### config.mk
export PLATFORM = sky130hd
export DESIGN_NAME = rgb_to_ycbcr422
export DESIGN_NICKNAME = d
export VERILOG_FILES = /design/src/rtl/video_pkg.sv /design/src/rtl/rgb2ycbcr_core.sv /design/src/rtl/rgb_to_ycbcr422.sv
export SDC_FILE = /design/constraint.sdc
export NUM_CORES = 1
export LEC_CHECK = 0
export CORE_ASPECT_RATIO = 0.7
export CORE_UTILIZATION = 45
export CTS_BUF_LIST = sky130_fd_sc_hd__clkbuf_4 sky130_fd_sc_hd__clkbuf_8
export DETAILED_ROUTE_END_ITERATION = 8
export GPL_ROUTABILITY_DRIVEN = 0
export SYNTH_ARGS = -nofsm -noshare
export SYNTH_HDL_FRONTEND = slang
export SYNTH_SLANG_ARGS = --single-unit
### constraint.sdc
create_clock -name pixel_clk -period 6.3 [get_ports pixel_clk]
set_clock_uncertainty 0.2 [all_clocks]
set_input_delay 1.26 -clock pixel_clk [delete_from_list [all_inputs] [get_ports pixel_clk]]
set_output_delay 1.26 -clock pixel_clk [all_outputs]
set_load 0.05 [all_outputs]
### src/rtl/video_pkg.sv
// video_pkg
// Shared video constants and helpers for the RGB -> YCbCr 4:2:2 path.
//   - BT.601 limited-range coefficients (8 fractional bits), stored as
//     signed ACC_W-bit values so every product and sum stays in one width.
//   - Y/C offsets, clamp limits and blanking levels.
//   - ycbcr_t pixel struct and the 4:2:2 chroma phase enum.
//   - Helpers: coefficient multiply, scale+offset+clamp, rounded average.
package video_pkg;

  localparam int PIX_W     = 8;
  localparam int ACC_W     = 18;
  localparam int FRAC_BITS = 8;

  // Luma coefficients
  localparam logic signed [ACC_W-1:0] K_YR  =  18'sd66;
  localparam logic signed [ACC_W-1:0] K_YG  =  18'sd129;
  localparam logic signed [ACC_W-1:0] K_YB  =  18'sd25;
  // Blue-difference coefficients
  localparam logic signed [ACC_W-1:0] K_CBR = -18'sd38;
  localparam logic signed [ACC_W-1:0] K_CBG = -18'sd74;
  localparam logic signed [ACC_W-1:0] K_CBB =  18'sd112;
  // Red-difference coefficients
  localparam logic signed [ACC_W-1:0] K_CRR =  18'sd112;
  localparam logic signed [ACC_W-1:0] K_CRG = -18'sd94;
  localparam logic signed [ACC_W-1:0] K_CRB = -18'sd18;

  // Half an LSB of the fractional part, added before the floor shift
  localparam logic signed [ACC_W-1:0] ROUND_HALF = 18'sd128;

  localparam logic signed [ACC_W-1:0] Y_OFS = 18'sd16;
  localparam logic signed [ACC_W-1:0] C_OFS = 18'sd128;

  localparam logic signed [ACC_W-1:0] Y_MIN = 18'sd16;
  localparam logic signed [ACC_W-1:0] Y_MAX = 18'sd235;
  localparam logic signed [ACC_W-1:0] C_MIN = 18'sd16;
  localparam logic signed [ACC_W-1:0] C_MAX = 18'sd240;

  localparam logic [PIX_W-1:0] BLANK_Y = 8'h10;
  localparam logic [PIX_W-1:0] BLANK_C = 8'h80;

  typedef struct packed {
    logic [PIX_W-1:0] y;
    logic [PIX_W-1:0] cb;
    logic [PIX_W-1:0] cr;
  } ycbcr_t;

  // Chroma slot of the current pixel within an active run
  typedef enum logic {
    PH_CB = 1'b0,
    PH_CR = 1'b1
  } phase_e;

  // Signed coefficient times an unsigned 8-bit component
  function automatic logic signed [ACC_W-1:0] mul_coef(
    input logic signed [ACC_W-1:0] k,
    input logic [PIX_W-1:0]        p
  );
    logic signed [ACC_W-1:0] px;
    px = $signed({{(ACC_W-PIX_W){1'b0}}, p});
    return k * px;
  endfunction

  // Floor-shift out the fraction, add the offset, clamp to [lo, hi]
  function automatic logic [PIX_W-1:0] scale_clamp(
    input logic signed [ACC_W-1:0] sum,
    input logic signed [ACC_W-1:0] ofs,
    input logic signed [ACC_W-1:0] lo,
    input logic signed [ACC_W-1:0] hi
  );
    logic signed [ACC_W-1:0] v;
    v = (sum >>> FRAC_BITS) + ofs;
    if (v < lo) begin
      v = lo;
    end else if (v > hi) begin
      v = hi;
    end
    return PIX_W'(v);
  endfunction

  // (a + b + 1) >> 1 without overflow
  function automatic logic [PIX_W-1:0] avg_round(
    input logic [PIX_W-1:0] a,
    input logic [PIX_W-1:0] b
  );
    return PIX_W'(({1'b0, a} + {1'b0, b} + (PIX_W+1)'(1)) >> 1);
  endfunction

endpackage

### src/rtl/rgb2ycbcr_core.sv
// rgb2ycbcr_core
// Full-rate RGB -> YCbCr 4:4:4 converter, three register stages:
//   S1 registers the inputs, S2 forms the nine products,
//   S3 sums, rounds, offsets and clamps.
// Ports:
//   pixel_clk, reset_n (async, active-low)
//   in_de, in_r, in_g, in_b : input strobe and unsigned components
//   de_s3                   : in_de delayed by three registers
//   pix_s3                  : converted pixel aligned with de_s3
module rgb2ycbcr_core
  import video_pkg::*;
(
  input  logic             pixel_clk,
  input  logic             reset_n,
  input  logic             in_de,
  input  logic [PIX_W-1:0] in_r,
  input  logic [PIX_W-1:0] in_g,
  input  logic [PIX_W-1:0] in_b,
  output logic             de_s3,
  output ycbcr_t           pix_s3
);

  // S1
  logic             de_s1;
  logic [PIX_W-1:0] r_s1, g_s1, b_s1;

  always_ff @(posedge pixel_clk or negedge reset_n) begin
    if (!reset_n) begin
      de_s1 <= 1'b0;
      r_s1  <= '0;
      g_s1  <= '0;
      b_s1  <= '0;
    end else begin
      de_s1 <= in_de;
      r_s1  <= in_r;
      g_s1  <= in_g;
      b_s1  <= in_b;
    end
  end

  // S2
  logic                    de_s2;
  logic signed [ACC_W-1:0] p_yr, p_yg, p_yb;
  logic signed [ACC_W-1:0] p_cbr, p_cbg, p_cbb;
  logic signed [ACC_W-1:0] p_crr, p_crg, p_crb;

  always_ff @(posedge pixel_clk or negedge reset_n) begin
    if (!reset_n) begin
      de_s2 <= 1'b0;
      p_yr  <= '0;
      p_yg  <= '0;
      p_yb  <= '0;
      p_cbr <= '0;
      p_cbg <= '0;
      p_cbb <= '0;
      p_crr <= '0;
      p_crg <= '0;
      p_crb <= '0;
    end else begin
      de_s2 <= de_s1;
      p_yr  <= mul_coef(K_YR,  r_s1);
      p_yg  <= mul_coef(K_YG,  g_s1);
      p_yb  <= mul_coef(K_YB,  b_s1);
      p_cbr <= mul_coef(K_CBR, r_s1);
      p_cbg <= mul_coef(K_CBG, g_s1);
      p_cbb <= mul_coef(K_CBB, b_s1);
      p_crr <= mul_coef(K_CRR, r_s1);
      p_crg <= mul_coef(K_CRG, g_s1);
      p_crb <= mul_coef(K_CRB, b_s1);
    end
  end

  // S3: worst-case |sum| is 220*255+128, well inside 18 signed bits
  logic signed [ACC_W-1:0] sum_y, sum_cb, sum_cr;

  always_comb begin
    sum_y  = p_yr  + p_yg  + p_yb  + ROUND_HALF;
    sum_cb = p_cbr + p_cbg + p_cbb + ROUND_HALF;
    sum_cr = p_crr + p_crg + p_crb + ROUND_HALF;
  end

  always_ff @(posedge pixel_clk or negedge reset_n) begin
    if (!reset_n) begin
      de_s3     <= 1'b0;
      pix_s3.y  <= BLANK_Y;
      pix_s3.cb <= BLANK_C;
      pix_s3.cr <= BLANK_C;
    end else begin
      de_s3     <= de_s2;
      pix_s3.y  <= scale_clamp(sum_y,  Y_OFS, Y_MIN, Y_MAX);
      pix_s3.cb <= scale_clamp(sum_cb, C_OFS, C_MIN, C_MAX);
      pix_s3.cr <= scale_clamp(sum_cr, C_OFS, C_MIN, C_MAX);
    end
  end

endmodule

### src/rtl/rgb_to_ycbcr422.sv
// rgb_to_ycbcr422
// RGB 4:4:4 -> YCbCr 4:2:2 converter feeding the ADV7513 pins.
// Optional build macro: CHROMA_AVG_EN
//   undefined : plain decimation, latency 4
//   defined   : each Cb/Cr pair is averaged, latency 5
// Ports:
//   pixel_clk, reset_n (async, active-low)
//   in_de, in_hsync, in_vsync : input strobe and active-low syncs
//   in_r, in_g, in_b          : unsigned 8-bit components
//   data_enable, hsync, vsync : inputs delayed by exactly LAT registers
//   data_Y, data_Cb_Cr        : luma and alternating Cb (even) / Cr (odd)
//
// Streaming interface, no valid/ready: one pixel is accepted every clock
// and in_de alone qualifies it; there is no back-pressure in either
// direction, and every output is registered with the same latency.
module rgb_to_ycbcr422
  import video_pkg::*;
(
  input  logic             pixel_clk,
  input  logic             reset_n,
  input  logic             in_de,
  input  logic             in_hsync,
  input  logic             in_vsync,
  input  logic [PIX_W-1:0] in_r,
  input  logic [PIX_W-1:0] in_g,
  input  logic [PIX_W-1:0] in_b,
  output logic             data_enable,
  output logic             hsync,
  output logic             vsync,
  output logic [PIX_W-1:0] data_Y,
  output logic [PIX_W-1:0] data_Cb_Cr
);

`ifdef CHROMA_AVG_EN
  localparam int LAT = 5;
`else
  localparam int LAT = 4;
`endif

  logic   de_s3;
  ycbcr_t pix_s3;

  rgb2ycbcr_core u_core (
    .pixel_clk (pixel_clk),
    .reset_n   (reset_n),
    .in_de     (in_de),
    .in_r      (in_r),
    .in_g      (in_g),
    .in_b      (in_b),
    .de_s3     (de_s3),
    .pix_s3    (pix_s3)
  );

  // Signals presented to the output stage
  logic             stage_de;
  logic [PIX_W-1:0] stage_y;
  logic [PIX_W-1:0] c_sel;
  phase_e           phase_q, phase_d;

`ifdef CHROMA_AVG_EN
  // Pair-alignment register: while an even pixel sits here its odd
  // partner is in S3; while an odd pixel sits here its even partner's
  // Cr has been kept in cr_prev.
  logic             de_a;
  ycbcr_t           pix_a;
  logic [PIX_W-1:0] cr_prev;

  always_ff @(posedge pixel_clk or negedge reset_n) begin
    if (!reset_n) begin
      de_a    <= 1'b0;
      pix_a   <= '{y: BLANK_Y, cb: BLANK_C, cr: BLANK_C};
      cr_prev <= BLANK_C;
    end else begin
      de_a  <= de_s3;
      pix_a <= pix_s3;
      if (de_a) begin
        cr_prev <= pix_a.cr;
      end
    end
  end

  always_comb begin
    stage_de = de_a;
    stage_y  = pix_a.y;
    // S3 holds the odd partner only when DE is still high there;
    // otherwise the even pixel is unpaired and averages with itself.
    if (phase_q == PH_CB) begin
      c_sel = avg_round(pix_a.cb, de_s3 ? pix_s3.cb : pix_a.cb);
    end else begin
      c_sel = avg_round(cr_prev, pix_a.cr);
    end
  end
`else
  always_comb begin
    stage_de = de_s3;
    stage_y  = pix_s3.y;
    c_sel    = (phase_q == PH_CB) ? pix_s3.cb : pix_s3.cr;
  end
`endif

  // Phase restarts at Cb on every run and alternates per active pixel
  always_comb begin
    phase_d = PH_CB;
    if (stage_de) begin
      phase_d = (phase_q == PH_CB) ? PH_CR : PH_CB;
    end
  end

  always_ff @(posedge pixel_clk or negedge reset_n) begin
    if (!reset_n) begin
      phase_q <= PH_CB;
    end else begin
      phase_q <= phase_d;
    end
  end

  // Output stage with blanking
  always_ff @(posedge pixel_clk or negedge reset_n) begin
    if (!reset_n) begin
      data_enable <= 1'b0;
      data_Y      <= BLANK_Y;
      data_Cb_Cr  <= BLANK_C;
    end else begin
      data_enable <= stage_de;
      data_Y      <= stage_de ? stage_y : BLANK_Y;
      data_Cb_Cr  <= stage_de ? c_sel   : BLANK_C;
    end
  end

  // Sync delay lines: LAT registers each, idle-high at reset
  logic [LAT-1:0] hs_sr, vs_sr;

  always_ff @(posedge pixel_clk or negedge reset_n) begin
    if (!reset_n) begin
      hs_sr <= '1;
      vs_sr <= '1;
    end else begin
      hs_sr <= {hs_sr[LAT-2:0], in_hsync};
      vs_sr <= {vs_sr[LAT-2:0], in_vsync};
    end
  end

  assign hsync = hs_sr[LAT-1];
  assign vsync = vs_sr[LAT-1];

endmodule

==> metrics.log, run 1 <==
INFO  metric yosys_most_used_dff = sky130_fd_sc_hd__dfrtp_1
INFO  metric maximum_fanout_along_the_worst_path = 8
INFO  metric core_region_area = 0.0323 mm2
INFO  metric clk_pin_slew = 110 ps
INFO  metric summed_instance_area_of_the_synthesized_netlist = 0.0148 mm2
INFO  metric report.final.slew_viol_count = 0
INFO  metric ant_nets = 0
INFO  metric die_y = 154 um
INFO  metric area_delta_synth_final = 9.35%
INFO  metric fp.dieArea = 0.0337 mm2
INFO  metric insertedDiodeCount = 0
INFO  metric unique_masters_post_synth = 66
INFO  metric numCtsBuffers = 17
INFO  metric synth-seq-cells = 192
INFO  metric synth.largest_area_cell = sky130_fd_sc_hd__dfrtp_1
INFO  metric synth_commonest_cells = 291 x sky130_fd_sc_hd__ha_1, 280 x sky130_fd_sc_hd__inv_1, 179 x sky130_fd_sc_hd__dfrtp_1
INFO  metric synth.yosys.seq_area_share = 32.5%
INFO  metric grt_pass1_vias = 9260
INFO  metric cp_common_cell = sky130_fd_sc_hd__inv_1
INFO  metric synth.net_count = 1782
INFO  metric synthesized_instance_count = 1364
INFO  metric drtIter0Drc = 521
INFO  metric synthMostInstantiatedCell = sky130_fd_sc_hd__ha_1
INFO  metric h-tree-depth = 4
INFO  metric post_synth.cell_area_avg = 10.9 um2
INFO  metric synth-edff-count = 0
INFO  metric max_freq = 204 MHz
INFO  metric crit_reg_reg_endpoint = u_core.pix_s3[12]
INFO  metric grt_overflow_total = 0
INFO  metric portBuffers = 47
INFO  metric timing.reg2reg.worst_path_depth = 19
INFO  metric fillCellCount = 2914
INFO  metric cells_on_worst_hold_path = 0
INFO  metric cp_cell_sequence = inv_1 -> fa_1 -> inv_1 -> ha_1 -> ha_1 -> a21o_1 -> a21o_1 -> a21o_1 -> a22o_1 -> a31oi_1 -> nand2b_1 -> xnor2_1 -> inv_1 -> ha_1 -> inv_1 -> a31o_2 -> nor4b_1 -> o41a_1 -> or3_1
INFO  metric dpl.hpwl = 24100 um
INFO  metric worstSkewPairLatency = 500 ps
INFO  metric wl_per_cell = 16.1 um
INFO  metric dieWidth = 219 um
INFO  metric grt_max_degree = 167
INFO  metric design.final.nets = 1840
INFO  metric cts_root_buf = sky130_fd_sc_hd__clkbuf_8
INFO  metric pin_count = 48
INFO  metric synth.yosys.warnings = 0
INFO  metric setup.worst_path.end_class = flip-flop
INFO  metric hp-start = u_core.de_s2
INFO  metric terminating_pin_of_the_worst_hold_path = u_core.de_s3
INFO  metric effective_utilization_at_floorplan = 45.9%
INFO  metric rr_startpoint = u_core.p_cbb[9]
INFO  metric finalHoldViolations = 0
INFO  metric critPathArrivalTime = 5070 ps
INFO  metric post_cts_hold_buffer_count = 0
INFO  metric tritonroute_pass_1_iters = 4
INFO  metric clock_sink_count = 192
INFO  metric path_class = reg2reg
INFO  metric final_period_minus_worst_setup_slack = 4900 ps
INFO  metric groute.usage.overall = 19.1%
INFO  metric run_status = complete, no violations
INFO  metric crit_path_max_incr_delay = 530 ps
INFO  metric required = 6470 ps
INFO  metric max_slew.worst_pin.slew = 906 ps
INFO  metric post-cts-setup-buffer-count = 0
INFO  metric cts_tree = done
INFO  metric regToRegSetupSlack = 1400 ps
INFO  metric slew_hr = 39.6%
INFO  metric max-clock-path-buffers = 2
INFO  metric synth_largest_type_area_fraction = 30.2%
INFO  metric holdCritPathClass = reg2reg
INFO  metric worst_path_max_delay_cell = sky130_fd_sc_hd__fa_1
INFO  metric totalWireLength = 30000 um
INFO  metric wire_length_of_the_first_global_routing_pass = 49100 um
INFO  metric fin_setup_tns = 0 ps
INFO  metric main_area_contributors_after_synthesis = sky130_fd_sc_hd__dfrtp_1 30%, sky130_fd_sc_hd__ha_1 25%, sky130_fd_sc_hd__fa_1 13%
INFO  metric std_cell_rows = 55
INFO  metric cts_resized = 0
INFO  metric layout-drive-gt1-share = 4.18%
INFO  metric worstSetupStartpointType = flip-flop
INFO  metric fin_crit_sh = 77.8%
INFO  metric max-cap-violations = 0
INFO  metric route.detailed.vias_per_inst = 4.96
INFO  metric timing.final.setup_violations = 0
INFO  metric unrepaired_setup_endpoints_after_global_routing = false
INFO  metric route.detailed.drc = 0
INFO  metric ys_async_sr_fraction = 100%
INFO  metric dr_total_vias = 9234
INFO  metric antenna_found_initial = 6
[worst max-delay path by stage]
stage	from	to	cells after the start
2_1_floorplan	u_core.p_cbb[9]	u_core.pix_s3[12]	20
3_3_place_gp	u_core.g_s1[2]	u_core.p_cbg[16]	18
3_5_place_dp	u_core.p_cbb[9]	u_core.pix_s3[12]	19
4_1_cts	u_core.p_cbb[9]	u_core.pix_s3[12]	19
5_1_grt	u_core.p_yg[6]	u_core.pix_s3[18]	17
6_report	u_core.p_cbb[9]	u_core.pix_s3[12]	19
[critical path: cells and delay by family (launching register included)]
kind | cells | cell delay, ps
flip-flops | 1 | 340
AND/OR/NAND/NOR | 3 | 530
AO/OA/AOI/OAI | 7 | 1690
buffers and inverters | 4 | 280
adder cells (fa/ha/maj) | 4 | 1450
XOR/XNOR | 1 | 280
[layout make-up]
class	instances	area (um2)	share of cell area, %
clock buffers	19	255	1.57
well taps	427	534	3.29
inverters	280	1050	6.48
clock inverters	13	144	0.887
repair buffers	49	502	3.09
multi-input cells	882	8920	55.0
flip-flops and latches	192	4820	29.7
[cell usage in the layout, fill, tap and decap left out, types with 6 or more instances in the layout]
cell and n:
sky130_fd_sc_hd__a21oi_1 57, sky130_fd_sc_hd__ha_1 291, sky130_fd_sc_hd__xor2_1 31, sky130_fd_sc_hd__and2_1 11, sky130_fd_sc_hd__xnor2_1 59, sky130_fd_sc_hd__clkbuf_8 19, sky130_fd_sc_hd__nand2_1 28, sky130_fd_sc_hd__nand2b_1 11
sky130_fd_sc_hd__nor3_1 16, sky130_fd_sc_hd__inv_8 6, sky130_fd_sc_hd__o21bai_1 25, sky130_fd_sc_hd__mux2i_1 12, sky130_fd_sc_hd__inv_1 280, sky130_fd_sc_hd__fa_1 98, sky130_fd_sc_hd__o21ai_0 26, sky130_fd_sc_hd__clkdlybuf4s50_1 46
sky130_fd_sc_hd__dfstp_2 13, sky130_fd_sc_hd__nor4_1 12, sky130_fd_sc_hd__and3_1 8, sky130_fd_sc_hd__nor2_1 37, sky130_fd_sc_hd__a31oi_1 13, sky130_fd_sc_hd__a21o_1 34, sky130_fd_sc_hd__nor2b_1 19, sky130_fd_sc_hd__dfrtp_1 179
[metrics by stage]
step	hold WS, ps	instances	utilization [%]	worst slack [ps]	cell area [um2]
2_1_floorplan	131	1364	-	1760	14800
6_report	160	1862	50.2	1400	16200
5_1_grt	168	1862	50.2	991	16200
4_1_cts	162	1862	50.2	1400	16200
3_3_place_gp	134	1830	48.9	1540	15800
3_5_place_dp	137	1830	48.9	1430	15800
[state kept, by name, summed over array words and instances (netlist names), 4 cells and up]
| signal | cells |
|---|---|
| u_core.p_cbg | 16 |
| u_core.pix_s3 | 24 |
| u_core.g_s1 | 8 |
| u_core.p_yg | 12 |
| u_core.p_crb | 14 |
| u_core.p_yr | 12 |
| vs_sr | 4 |
| u_core.p_yb | 12 |
| u_core.p_crr | 10 |
| hs_sr | 4 |
| u_core.b_s1 | 8 |
| data_Cb_Cr | 8 |
| u_core.p_cbb | 9 |
| u_core.r_s1 | 8 |
| u_core.p_crg | 15 |
| data_Y | 8 |
| u_core.p_cbr | 15 |
[metal layers]
metal  vias to the layer above  share of wire [%]  track usage, %  wire length [um]
met5                         -                  0               0                 0
met2                       133                 40            25.9             11900
li1                       4620                  -               -                 -
met1                      4470                 56            31.3             16800
met3                        11                3.7            3.44              1110
met4                         0               0.63            3.60               189
[cells by family after synthesis]
kind of cell | share of synthesized area [%]
fa+ha+maj | 37.8
buf+inv | 7.40
compound gates | 9.66
flops | 32.5
simple gates | 6.33
xor+xnor | 5.31
mux | 1.04
Power of run 1 is not shown: default switching activity piles up to over one toggle a cycle in this logic, so the estimate is an artifact.
==> run 2: changes to the inputs <==
==> constraint.sdc (replaced) <==
create_clock -name pixel_clk -period 4.1 [get_ports pixel_clk]
set_clock_uncertainty 0.2 [all_clocks]
set_input_delay 0.82 -clock pixel_clk [delete_from_list [all_inputs] [get_ports pixel_clk]]
set_output_delay 0.82 -clock pixel_clk [all_outputs]
set_load 0.05 [all_outputs]
==> run 2 against run 1 <==
  * The run now ends with setup timing left
  * Global-route usage grew 1.7 points
  * Critical path depth is the same
  * First-iteration DRC count grew 1.2%
==> metrics.log, run 2 (same netlist as run 1, synthesis figures left out) <==
INFO  metric finalHoldViolations = 0
INFO  metric area_delta_synth_final = 24.6%
INFO  metric worst_path_max_delay_cell = sky130_fd_sc_hd__fa_1
INFO  metric tritonroute_pass_1_iters = 4
INFO  metric mostFrequentLayoutCells = 251 x sky130_fd_sc_hd__inv_1, 251 x sky130_fd_sc_hd__ha_1, 171 x sky130_fd_sc_hd__dfrtp_1
INFO  metric wl_per_cell = 16.4 um
INFO  metric effective_utilization_at_floorplan = 45.9%
INFO  metric setup_slack = -205 ps
INFO  metric fillCellCount = 2750
INFO  metric numCtsBuffers = 17
INFO  metric critPathArrivalTime = 4470 ps
INFO  metric drtIter0Drc = 527
INFO  metric worstSkewPairLatency = 500 ps
INFO  metric crit_path_max_incr_delay = 530 ps
INFO  metric max_flop_register = u_core.pix_s3
INFO  metric run_status = complete, but fails checks
INFO  metric fp.dieArea = 0.0337 mm2
INFO  metric layout-drive-gt1-share = 24.3%
INFO  metric std_cell_rows = 55
INFO  metric route.detailed.vias_per_inst = 4.97
INFO  metric path_class = reg2reg
INFO  metric timing.final.setup_violations = 12
INFO  metric groute.usage.overall = 20.8%
INFO  metric post_cts_hold_buffer_count = 0
INFO  metric holdCritPathClass = in2async
INFO  metric pin_count = 48
INFO  metric maximum_fanout_along_the_worst_path = 5
INFO  metric report.final.slew_viol_count = 0
INFO  metric core_region_area = 0.0323 mm2
INFO  metric slew_hr = 58.6%
INFO  metric die_y = 154 um
INFO  metric fin_crit_sh = 105%
INFO  metric cts_root_buf = sky130_fd_sc_hd__clkbuf_8
INFO  metric timing.reg2reg.worst_path_depth = 19
INFO  metric wire_length_of_the_first_global_routing_pass = 53600 um
INFO  metric max_slew.worst_pin.slew = 621 ps
INFO  metric clk_pin_slew = 110 ps
INFO  metric grt_overflow_total = 0
INFO  metric totalWireLength = 33300 um
INFO  metric ant_nets = 0
INFO  metric grt_pass1_vias = 10100
INFO  metric portBuffers = 47
INFO  metric dr_total_vias = 10100
INFO  metric worstSetupStartpointType = flip-flop
INFO  metric max-clock-path-buffers = 2
INFO  metric rr_startpoint = u_core.p_cbr[4]
INFO  metric max-cap-violations = 0
INFO  metric clock_sink_count = 192
INFO  metric violations = setup timing
INFO  metric largest_regs = u_core.pix_s3 (24), u_core.p_cbg (16)
INFO  metric dpl.hpwl = 26700 um
INFO  metric dp_slack = -336 ps
INFO  metric cp_cell_sequence = inv_2 -> fa_1 -> inv_1 -> ha_1 -> ha_1 -> and3_4 -> a311oi_2 -> o21bai_1 -> a21o_1 -> a22o_1 -> a31oi_2 -> xnor2_2 -> ha_2 -> inv_2 -> a31o_4 -> nor4b_4 -> o41a_1 -> buf_6 -> nor4_2
INFO  metric hold_worst_slack = 83.7 ps
INFO  metric unrepaired_setup_endpoints_after_global_routing = true
INFO  metric insertedDiodeCount = 0
INFO  metric design.final.nets = 2009
INFO  metric h-tree-depth = 4
INFO  metric setup.worst_path.end_class = flip-flop
INFO  metric fin_setup_tns = -1760 ps
INFO  metric grt_max_degree = 76
INFO  metric required = 4270 ps
INFO  metric antenna_found_initial = 2
INFO  metric crit_reg_reg_endpoint = u_core.pix_s3[10]
INFO  metric regToRegSetupSlack = -200 ps
INFO  metric max_freq = 232 MHz
INFO  metric largest_register_ff_count = 24
INFO  metric route.detailed.drc = 0
INFO  metric cts_tree = done
INFO  metric final_period_minus_worst_setup_slack = 4300 ps
INFO  metric dieWidth = 219 um
==> run 2: changes by cell type in the layout (fill, tap and decap cells not counted), moves of 8 or more <==
cell / previous run / this run
sky130_fd_sc_hd__a21oi_1: 57 / 36
sky130_fd_sc_hd__dfrtp_2: 0 / 8
sky130_fd_sc_hd__a21oi_2: 1 / 19
sky130_fd_sc_hd__o21ai_1: 3 / 13
sky130_fd_sc_hd__dfrtp_1: 179 / 171
sky130_fd_sc_hd__xnor2_1: 59 / 50
sky130_fd_sc_hd__o21ai_0: 26 / 11
sky130_fd_sc_hd__ha_1: 291 / 251
sky130_fd_sc_hd__xnor2_2: 0 / 8
sky130_fd_sc_hd__inv_1: 280 / 251
sky130_fd_sc_hd__buf_4: 1 / 164
sky130_fd_sc_hd__inv_2: 0 / 27
sky130_fd_sc_hd__ha_4: 0 / 35
==> run 2: worst max path at each step <==
| stage | startpoint | endpoint | slack [ps] |
|---|---|---|---|
| 2_1_floorplan | u_core.p_cbr[9] | u_core.pix_s3[12] | -260 |
| 3_3_place_gp | u_core.p_crb[1] | u_core.pix_s3[14] | -230 |
| 3_5_place_dp | u_core.p_crb[1] | u_core.pix_s3[14] | -340 |
| 4_1_cts | u_core.p_cbr[4] | u_core.pix_s3[12] | -210 |
| 5_1_grt | u_core.p_cbr[4] | u_core.pix_s3[8] | -430 |
| 6_report | u_core.p_cbr[4] | u_core.pix_s3[10] | -200 |
==> run 2: worst max-delay path: cells and delay by family (launching register included) <==
family	cells	cell delay, ps
AOI/OAI and AO/OA	7	1460
adders and majority gates	4	1290
and+or+nand+nor	3	450
DFF	1	350
buffers and inverters	4	270
xor gates and xnor gates	1	160
==> run 2: routing by layer <==
layer	track usage (%)	part of all wire (%)
met1	33.1	54
met2	29.5	42
met3	2.73	3.0
met4	4.79	1.1
met5	0	0
==> run 2: stage by stage <==
stage          instances  utilization, %  instance area, um2
3_5_place_dp        1969            52.5               17000
6_report            2031            57.1               18500
4_1_cts             2016            55.3               17900
5_1_grt             2031            57.1               18500
3_3_place_gp        1969            52.5               17000
2_1_floorplan       1364               -               14900
==> run 2: repair_timing <==
action | CTS | global route
buffers inserted | 16 | 18
setup endpoints to repair | 32 | 38
pin swaps | 65 | 88
gates cloned | 0 | 0
gates resized for setup | 78 | 101
==> run 2: final cells by class <==
type	count	area [um2]	share of cell area, %
multi-input combinational	882	9860	53.4
sequential	192	4830	26.1
timing repair buffer	218	1790	9.70
inverter	280	1060	5.72
tap	427	534	2.89
clock buffer	20	256	1.39
clock inverter	12	148	0.799
Power of run 2 is left out for the same reason.
==> run 3: changes to the inputs <==
--- a/config.mk
+++ b/config.mk
@@ -10,6 +10,7 @@
 export CTS_BUF_LIST = sky130_fd_sc_hd__clkbuf_4 sky130_fd_sc_hd__clkbuf_8
 export DETAILED_ROUTE_END_ITERATION = 8
 export GPL_ROUTABILITY_DRIVEN = 0
+export SETUP_SLACK_MARGIN = 0.1
 export SYNTH_ARGS = -nofsm -noshare
 export SYNTH_HDL_FRONTEND = slang
 export SYNTH_SLANG_ARGS = --single-unit
==> run 3 against run 2 <==
  * First-iteration DRC count rose by 1.9%
  * Design area is 0.65% higher
  * The run still ends with setup timing left
  * Routed wire length grew 0.74%
  * Global-route usage about the same
  * Worst hold slack got worse by 16 ps
  * Utilization is 0.37 points higher
  * Setup slack got worse by 33 ps
  * Via count barely moved
  * Sequential share of layout area shrank 0.14 points
  * Final cell count is 0.15% lower
  * Flip-flop and latch count did not move
  * Count of clock-buffer cells in the layout is 3 lower
==> metrics.log, run 3 (same netlist as run 1, synthesis figures left out) <==
INFO  metric placedInstanceArea = 0.0170 mm2
INFO  metric finalHoldViolations = 0
INFO  metric portBuffers = 47
INFO  metric ant_nets = 0
INFO  metric worstPathBufferInverterCount = 4
INFO  metric crit_path_max_incr_delay = 530 ps
INFO  metric setup_slack = -238 ps
INFO  metric max-clock-path-buffers = 2
INFO  metric max-cap-violations = 0
INFO  metric max_freq = 231 MHz
INFO  metric largest_register_ff_count = 24
INFO  metric drtIter0Drc = 537
INFO  metric grt_overflow_total = 0
INFO  metric timing.final.setup_violations = 13
INFO  metric worstSetupStartpointType = flip-flop
INFO  metric area_delta_synth_final = 25.4%
INFO  metric insertedDiodeCount = 0
INFO  metric maximum_fanout_along_the_worst_path = 4
INFO  metric required = 4300 ps
INFO  metric grt_pass1_vias = 10200
INFO  metric cts_root_buf = sky130_fd_sc_hd__clkbuf_8
INFO  metric pin_count = 48
INFO  metric tritonroute_pass_1_iters = 4
INFO  metric route.detailed.vias_per_inst = 4.98
INFO  metric report.final.slew_viol_count = 0
INFO  metric max_flop_register = u_core.pix_s3
INFO  metric slew_hr = 53.9%
INFO  metric core_region_area = 0.0323 mm2
INFO  metric holdCritPathClass = in2async
INFO  metric clk_pin_slew = 120 ps
INFO  metric hold_worst_slack = 67.5 ps
INFO  metric antenna_found_initial = 3
INFO  metric violations = setup timing
INFO  metric mostFrequentLayoutCells = 252 x sky130_fd_sc_hd__inv_1, 249 x sky130_fd_sc_hd__ha_1, 167 x sky130_fd_sc_hd__dfrtp_1
INFO  metric grt_max_degree = 70
INFO  metric dpl.hpwl = 26600 um
INFO  metric wire_length_of_the_first_global_routing_pass = 53700 um
INFO  metric std_cell_rows = 55
INFO  metric die_y = 154 um
INFO  metric critPathArrivalTime = 4530 ps
INFO  metric layout.cell_area.non_filler = 0.0186 mm2
INFO  metric numCtsBuffers = 17
INFO  metric effective_utilization_at_floorplan = 45.9%
INFO  metric max_slew.worst_pin.slew = 684 ps
INFO  metric h-tree-depth = 4
INFO  metric run_status = complete, but fails checks
INFO  metric setup.worst_path.end_class = flip-flop
INFO  metric final_period_minus_worst_setup_slack = 4340 ps
INFO  metric largest_regs = u_core.pix_s3 (24), u_core.p_cbg (16)
INFO  metric cp_cell_sequence = inv_2 -> fa_1 -> inv_1 -> ha_1 -> ha_1 -> and3_1 -> a311oi_2 -> o21bai_1 -> a21o_1 -> a22o_1 -> a31oi_1 -> xnor2_1 -> ha_2 -> inv_2 -> buf_4 -> nor2_1 -> o41a_1 -> or3_1
INFO  metric post_cts_hold_buffer_count = 0
INFO  metric groute.usage.overall = 20.8%
INFO  metric design.final.nets = 2006
INFO  metric fin_crit_sh = 106%
INFO  metric fp.dieArea = 0.0337 mm2
INFO  metric clock_sink_count = 192
INFO  metric worst_path_max_delay_cell = sky130_fd_sc_hd__fa_1
INFO  metric dr_total_vias = 10100
INFO  metric route.detailed.drc = 0
INFO  metric final_common_cell = sky130_fd_sc_hd__inv_1
INFO  metric worstSkewPairLatency = 510 ps
INFO  metric layout-drive-gt1-share = 24.7%
INFO  metric cts_tree = done
INFO  metric wl_per_cell = 16.5 um
INFO  metric unrepaired_setup_endpoints_after_global_routing = true
INFO  metric critical-path-top-delay-family = compound AO/OA/AOI/OAI gates
INFO  metric path_class = reg2reg
INFO  metric totalWireLength = 33500 um
INFO  metric dieWidth = 219 um
-- run 3: area by class of cell --
cell class / instances / area (um2)
Tap cell: 427 / 534
Sequential cell: 192 / 4840
Clock buffer: 17 / 234
Inverter: 280 / 1060
Fill cell: 2752 / 13700
Multi-Input combinational cell: 882 / 9940
Clock inverter: 15 / 206
Timing Repair Buffer: 215 / 1790
-- run 3: worst reg2reg max path: stages (launching register included) --
cell                       delay [ps]
sky130_fd_sc_hd__dfrtp_1          350
sky130_fd_sc_hd__inv_2             40
sky130_fd_sc_hd__fa_1             530
sky130_fd_sc_hd__inv_1             50
sky130_fd_sc_hd__ha_1             270
sky130_fd_sc_hd__ha_1             270
sky130_fd_sc_hd__and3_1           160
sky130_fd_sc_hd__a311oi_2         200
sky130_fd_sc_hd__o21bai_1         110
sky130_fd_sc_hd__a21o_1           260
sky130_fd_sc_hd__a22o_1           240
sky130_fd_sc_hd__a31oi_1          200
sky130_fd_sc_hd__xnor2_1          130
sky130_fd_sc_hd__ha_2             210
sky130_fd_sc_hd__inv_2             60
sky130_fd_sc_hd__buf_4            100
sky130_fd_sc_hd__nor2_1            30
sky130_fd_sc_hd__o41a_1           420
sky130_fd_sc_hd__or3_1            410
-- run 3: path summary, 6_finish.rpt --
path / from / to / slack (ps) / depth (start not counted)
max in group asynchronous: reset_n / u_core.r_s1[5] / 2700 / 2
min: reset_n / data_enable / 70 / 1
min reg2reg: vs_sr[1] / vs_sr[2] / 160 / 0
max: u_core.p_cbg[4] / u_core.pix_s3[12] / -240 / 18
min in group pixel_clk: vs_sr[1] / vs_sr[2] / 160 / 0
max reg2reg: u_core.p_cbg[4] / u_core.pix_s3[12] / -240 / 18
-- run 3: metal layers --
layer	wire, um	vias up	GRT usage, %
li1	-	4952	-
met4	386	0	3.67
met1	17700	5000	32.8
met3	1400	24	4.17
met5	0	-	0
met2	14100	121	29.4
-- run 3: timing repair --
| action | CTS | global route |
|---|---|---|
| buffers inserted | 21 | 17 |
| gates resized for setup | 89 | 96 |
| setup endpoints to repair | 36 | 40 |
| pin swaps | 89 | 76 |
-- run 3: through the flow --
| stage | util [%] | setup TNS, ps | setup slack (ps) | std cells |
|---|---|---|---|---|
| floorplan | - | -950 | -264 | 1364 |
| global placement | 52.5 | -2750 | -171 | 1962 |
| detailed placement | 52.5 | -5310 | -295 | 1962 |
| CTS | 55.6 | -2170 | -250 | 2015 |
| global route | 57.5 | -5130 | -381 | 2028 |
| finish | 57.5 | -1800 | -238 | 2028 |
Power of run 3 is left out for the same reason.
